[config.mk]
export PLATFORM = sky130hd
export DESIGN_NAME = store_narrow
export DESIGN_NICKNAME = d
export VERILOG_FILES = /design/src/rtl/store_narrow_pkg.sv /design/src/rtl/store_narrow_lane_merge.sv /design/src/rtl/store_narrow.sv
export SDC_FILE = /design/constraint.sdc
export NUM_CORES = 1
export LEC_CHECK = 0
export CAP_MARGIN = 10
export CORE_UTILIZATION = 40
export DETAILED_ROUTE_END_ITERATION = 8
export GPL_TIMING_DRIVEN = 0
export HOLD_SLACK_MARGIN = 0.03
export PLACE_DENSITY = 0.84
export SYNTH_ARGS = -nofsm -noshare
export SYNTH_HDL_FRONTEND = slang
export SYNTH_HIERARCHICAL = 1
export SYNTH_SLANG_ARGS = --single-unit
[constraint.sdc]
create_clock -name clk -period 2.17 [get_ports clk]
set_clock_uncertainty 0.15 [all_clocks]
set_input_delay 0.434 -clock clk [delete_from_list [all_inputs] [get_ports clk]]
set_output_delay 0.434 -clock clk [all_outputs]
set_load 0.01 [all_outputs]
[src/rtl/store_narrow_pkg.sv]
// Shared definitions for the store-path narrowing unit: store-op encodings,
// FSM state encoding, byte-lane width and the store legality rule.
package store_pkg;

    localparam int BYTE_W = 8;

    typedef enum logic [1:0] {
        SOP_SW  = 2'b00,
        SOP_SH  = 2'b01,
        SOP_SB  = 2'b10,
        SOP_ILL = 2'b11
    } sop_e;

    typedef enum logic [1:0] {
        ST_IDLE  = 2'b00,
        ST_READ  = 2'b01,
        ST_MERGE = 2'b10,
        ST_WRITE = 2'b11
    } state_e;

    // A store is legal when its size matches the alignment of the byte address.
    function automatic logic is_legal_store(input sop_e sop, input logic [1:0] addr_lo);
        logic legal;
        case (sop)
            SOP_SW:  legal = (addr_lo == 2'b00);
            SOP_SH:  legal = (addr_lo[0] == 1'b0);
            SOP_SB:  legal = 1'b1;
            default: legal = 1'b0;
        endcase
        return legal;
    endfunction

endpackage

[src/rtl/store_narrow_lane_merge.sv]
// Combinational lane merge: inserts a byte or halfword of new data into an
// existing memory word at the little-endian lane chosen by the low address bits.
module lane_merge
    import store_pkg::*;
(
    input  logic [31:0] old_word,
    input  logic [31:0] new_data,
    input  sop_e        sop,
    input  logic [1:0]  addr_lo,
    output logic [31:0] merged
);

    logic [31:0] merged_s;

    // Replace only the addressed lane; every other bit keeps the old word.
    always_comb begin
        merged_s = old_word;
        case (sop)
            SOP_SW: begin
                merged_s = new_data;
            end
            SOP_SH: begin
                if (addr_lo[1]) begin
                    merged_s[31:16] = new_data[15:0];
                end else begin
                    merged_s[15:0] = new_data[15:0];
                end
            end
            SOP_SB: begin
                merged_s[{addr_lo, 3'b000} +: BYTE_W] = new_data[BYTE_W-1:0];
            end
            default: begin
                merged_s = old_word;
            end
        endcase
    end

    assign merged = merged_s;

endmodule

[src/rtl/store_narrow.sv]
// Store-path narrowing unit: writes sw directly and performs sh/sb as a
// read-modify-write on a word-wide memory without byte enables.
module store_narrow
    import store_pkg::*;
#(
    parameter int ADDR_W = 10
) (
    input  logic              clk,
    input  logic              reset,
    input  logic              req_valid,
    output logic              req_ready,
    input  logic [31:0]       req_addr,
    input  logic [31:0]       req_data,
    input  logic [1:0]        Sop,
    output logic [ADDR_W-1:0] mem_addr,
    output logic              mem_rd,
    input  logic [31:0]       mem_rdata,
    output logic              mem_we,
    output logic [31:0]       mem_wdata,
    output logic              done,
    output logic              err
);

    state_e            state_r;
    sop_e              sop_r;
    logic [1:0]        addr_lo_r;
    logic [31:0]       data_r;
    logic [ADDR_W-1:0] mem_addr_r;
    logic              mem_rd_r;
    logic              mem_we_r;
    logic [31:0]       mem_wdata_r;
    logic              done_r;
    logic              err_r;

    sop_e              req_sop_s;
    logic              legal_s;
    logic [31:0]       merged_s;
    // Byte address bits above the memory's reach do not take part in the store.
    logic              unused_addr_s;

    assign req_sop_s     = sop_e'(Sop);
    assign legal_s       = is_legal_store(req_sop_s, req_addr[1:0]);
    assign unused_addr_s = ^req_addr[31:ADDR_W+2];

    // Merge works from latched request fields, so memory data is the only live input.
    lane_merge u_lane_merge (
        .old_word (mem_rdata),
        .new_data (data_r),
        .sop      (sop_r),
        .addr_lo  (addr_lo_r),
        .merged   (merged_s)
    );

    // Store sequencer with registered request fields and memory/status outputs.
    always_ff @(posedge clk or negedge reset) begin
        if (!reset) begin
            state_r     <= ST_IDLE;
            sop_r       <= SOP_SW;
            addr_lo_r   <= 2'b00;
            data_r      <= 32'h0000_0000;
            mem_addr_r  <= {ADDR_W{1'b0}};
            mem_rd_r    <= 1'b0;
            mem_we_r    <= 1'b0;
            mem_wdata_r <= 32'h0000_0000;
            done_r      <= 1'b0;
            err_r       <= 1'b0;
        end else begin
            mem_rd_r <= 1'b0;
            mem_we_r <= 1'b0;
            done_r   <= 1'b0;
            err_r    <= 1'b0;
            case (state_r)
                ST_IDLE: begin
                    if (req_valid) begin
                        sop_r      <= req_sop_s;
                        addr_lo_r  <= req_addr[1:0];
                        data_r     <= req_data;
                        mem_addr_r <= req_addr[ADDR_W+1:2];
                        if (!legal_s) begin
                            err_r   <= 1'b1;
                            state_r <= ST_IDLE;
                        end else if (req_sop_s == SOP_SW) begin
                            mem_we_r    <= 1'b1;
                            mem_wdata_r <= req_data;
                            state_r     <= ST_WRITE;
                        end else begin
                            mem_rd_r <= 1'b1;
                            state_r  <= ST_READ;
                        end
                    end else begin
                        state_r <= ST_IDLE;
                    end
                end
                ST_READ: begin
                    // Memory answers the read strobe one cycle later, in MERGE.
                    state_r <= ST_MERGE;
                end
                ST_MERGE: begin
                    mem_wdata_r <= merged_s;
                    mem_we_r    <= 1'b1;
                    state_r     <= ST_WRITE;
                end
                ST_WRITE: begin
                    done_r  <= 1'b1;
                    state_r <= ST_IDLE;
                end
                default: begin
                    state_r <= ST_IDLE;
                end
            endcase
        end
    end

    assign req_ready = (state_r == ST_IDLE);
    assign mem_addr  = mem_addr_r;
    assign mem_rd    = mem_rd_r;
    assign mem_we    = mem_we_r;
    assign mem_wdata = mem_wdata_r;
    assign done      = done_r;
    assign err       = err_r;

endmodule
==> metrics.md <==
| Metric | Value |
|---|---|
| Status | finished, violations left |
| Failing checks | negative setup slack |
| Root Driver | clkbuf_16 |
| Critical Path End Type | flip-flop |
| Int Pwr | 0.004958 W |
| Register area | 2103 um2 |
| Worst Path Arrival | 2.27 ns |
| CP max FO | 7 |
| Most common flop cell mapped by yosys | dfrtp_1 |
| Synth cell types | 39 |
| Buffers on Ports | around 130 |
| First-pass GRT wire length | 21430 um |
| Vias in the first global route | 3950 |
| Diodes inserted | 0 |
| CTS buffer count | 9 |
| Dpl cells | 639 |
| DP Worst Slack | -0.5094 ns |
| Slew Limit Headroom | around 52% |
| Sw frac | around 30% |
| Slowest CP cell | dfrtp_1 |
| Worst Tran Pin Value | approximately 0.72 ns |
| Power consumption | 0.007112 W |
| Vias | approximately 3700 |
| Synth area leaders | dfrtp_1 (44%), mux2_2 (18%), mux2_4 (12%) |
| Drt total wl | 13450 um |
| Synthesis-stage register bit count | 84 |
| Top delay family on crit path | buffers and inverters |
| Site row count | 39 |
| Final Hold Fails | 0 |
| DP HPWL | 9813 um |
| Tot GR Track Use | 22.55% |
| Leakage Power | 2.902 nW |
| Clock sinks | 84 |
| Worst Path Required | 2.25 ns |
| Final Wtd Congestion | 0.8549 |
| H-tree levels | 3 |
| Avg Cell Area, Syn | 12.89 um2 |
| Min cycle time layout | 2.189 ns |
| Max-slew violation count | 0 |
| Gate power share | between 40% and 50% |
| Seq pwr share | 34.3% |
| Clk_lat worst skew | 0.35 ns |
| Syn_nets | 477 |
| Worst-path cell chain | buf_6 > clkinvlp_4 > ha_4 > nand2b_4 > nor4_4 > buf_4 > and2_4 > a221o_1 > mux2_4 |
| Share of layout cells above drive strength 1 | 33.46% |
| TNS Setup | -0.01929 ns |
| Sw power | 0.002154 W |
| Worst-path clk slew | 0.06 ns |
| Multi-input gate area | between 2000 and 3000 um2 |
| Crit-path max cell delay | 0.38 ns |
| CP startpoint kind | flip-flop |
| PD cells | 1063 nW/um2 |
| Mapped cell area | between 4000 and 5000 um2 |
| Largest net degree at the start of global routing | between 50 and 60 |
| DR pass1 iterations | 5 |
| Antenna violations before repair | 0 |
| Residual DRC count | 0 |
| Count leader, synth | dfrtp_1 |
| Worst VDD drop | 0.0005469 V |
| Register area share after synthesis | 44.32% |
| Final worst slack | -0.01929 ns |
| Async SR Flop Fraction | 100.0% |
| Longest Clk Path Bufs | 2 |
| Die Ht | 110.9 um |
| Number of synthesized flops with an enable pin | 0 |
| CP Class | flip-flop to flip-flop |
| Synth area leader | dfrtp_1 |
| DR iter-0 viols | about 250 |
| RSZ-0062 raised after global routing | yes |
| Die W | roughly 110 um |
| Mean routed wirelength per cell | 20.19 um |
| Grt ovf | 0 |
| CTS tree | yes |
| Synth Instances | 368 |
| Final Util | 58.33% |
| Final #Nets | approximately 630 |
| Starting Density | 41.36% |
| Post-synth top cells | dfrtp_1 (84), mux2_2 (77), mux2_4 (38) |
| Top cell type's share of synthesized area | approximately 44% |
| I/O pin count | 148 |
| Core outline area | ~11000 um2 |
| ANT nets after route | 0 |
| Finished Layout Cells | 666 |
| Post-DR vias/cell | 5.590 |
| Max-cap violation count | 0 |
| Synth Warn # | 6 |
| Die area | 12300 um2 |
| Fmax | roughly 460 MHz |
| Clock share of power | 22.3% |
| Period utilisation layout | 100.9% |
| Fillcell total | between 900 and 1000 |
| Final setup viols | 1 |
| Worst Hold Class | input pin to flip-flop |
| Worst Path Buf+Inv | 3 |
| Area delta synth->final | 41.02% |
through the flow:
step	area (um2)	hold slack [ns]
finish	6689	0.3554
global route	6689	0.3584
CTS	6618	0.3576
detailed placement	6237	0.2808
global placement	6212	0.3401
floorplan	4762	-0.01159
flip-flops by register name, summed over array words and instances, names as in the netlist, 2 cells and up:
register and flops:
addr_lo_r 2, data_r 32, state_r 2, mem_wdata 32, sop_r 2, mem_addr 10
cell usage in the layout, fill, tap and decap left out, types with 2 or more instances in the layout:
cell / count
a21oi_1: 5
a21oi_2: 7
a221o_1: 20
a22o_1: 13
a22oi_1: 10
and2_1: 8
and2_4: 3
buf_1: 5
buf_2: 3
buf_4: 14
buf_6: 5
clkbuf_1: 5
clkbuf_16: 9
clkbuf_8: 3
clkdlybuf4s50_1: 122
dfrtp_1: 83
dlygate4sd2_1: 2
dlymetal6s2s_1: 2
ha_1: 6
ha_4: 2
inv_1: 10
mux2_2: 76
mux2_4: 39
nand2_1: 15
nor2_1: 15
nor2b_1: 3
nor4_4: 2
o2111ai_1: 2
o211ai_1: 2
o21ai_0: 7
o22ai_1: 4
path summary, 6_finish.rpt:
check                                end    startpoint  cells past startpoint  slack, ns
min                         addr_lo_r[0]   req_addr[0]                      2       0.36
max                        mem_wdata[21]  addr_lo_r[1]                      9      -0.02
max reg2reg                mem_wdata[21]  addr_lo_r[1]                      9      -0.02
min in group asynchronous  mem_wdata[22]         reset                      2       0.44
min reg2reg                     sop_r[1]      sop_r[1]                      1       0.36
max in group asynchronous   addr_lo_r[0]         reset                      3       0.82
repair_timing:
item                                   in CTS  in global routing
pin swaps                                   5                  4
gates resized for setup                     8                 11
setup endpoints to repair                  30                 29
gates cloned                                0                  0
setup buffers                               6                  5
hold buffers                                1                  0
endpoints found under the hold margin      34                  0
area by class of cell:
type,instances,area share [%]
clock buffer,14,4.097
multi-input combinational,253,37.84
tap,143,2.675
inverter,12,0.7295
timing repair buffer,140,20.80
clock inverter,1,0.4489
sequential,84,31.44
buffer,19,1.964
cell families after synthesis:
group | Yosys count | synth area share [%]
flops | 84 | 44.32
mux | 115 | 30.31
compound gates | 75 | 12.53
buf+inv | 31 | 3.455
fa+ha+maj | 8 | 2.110
simple gates | 55 | 7.280
power groups by stage:
stage               Clock (W)  Combinational (W)  Sequential, W
detailed placement          0            0.00297        0.00245
global placement            0            0.00289        0.00243
floorplan                   0            0.00161        0.00250
finish                0.00159            0.00309        0.00244
CTS                   0.00161            0.00304        0.00244
global route          0.00168            0.00328        0.00250
per-layer routing:
layer | track usage, % | share of wire [%] | wire length, um | up-vias
met1 | 28.26 | 42 | 5642 | 1850
met2 | 36.65 | 49 | 6561 | 165
met3 | 5.194 | 6.5 | 873 | 32
li1 | - | - | - | 1676
met5 | 0 | 0 | 0 | -
met4 | 10.93 | 2.7 | 367 | 0
Power figures use the tool's default switching activity.
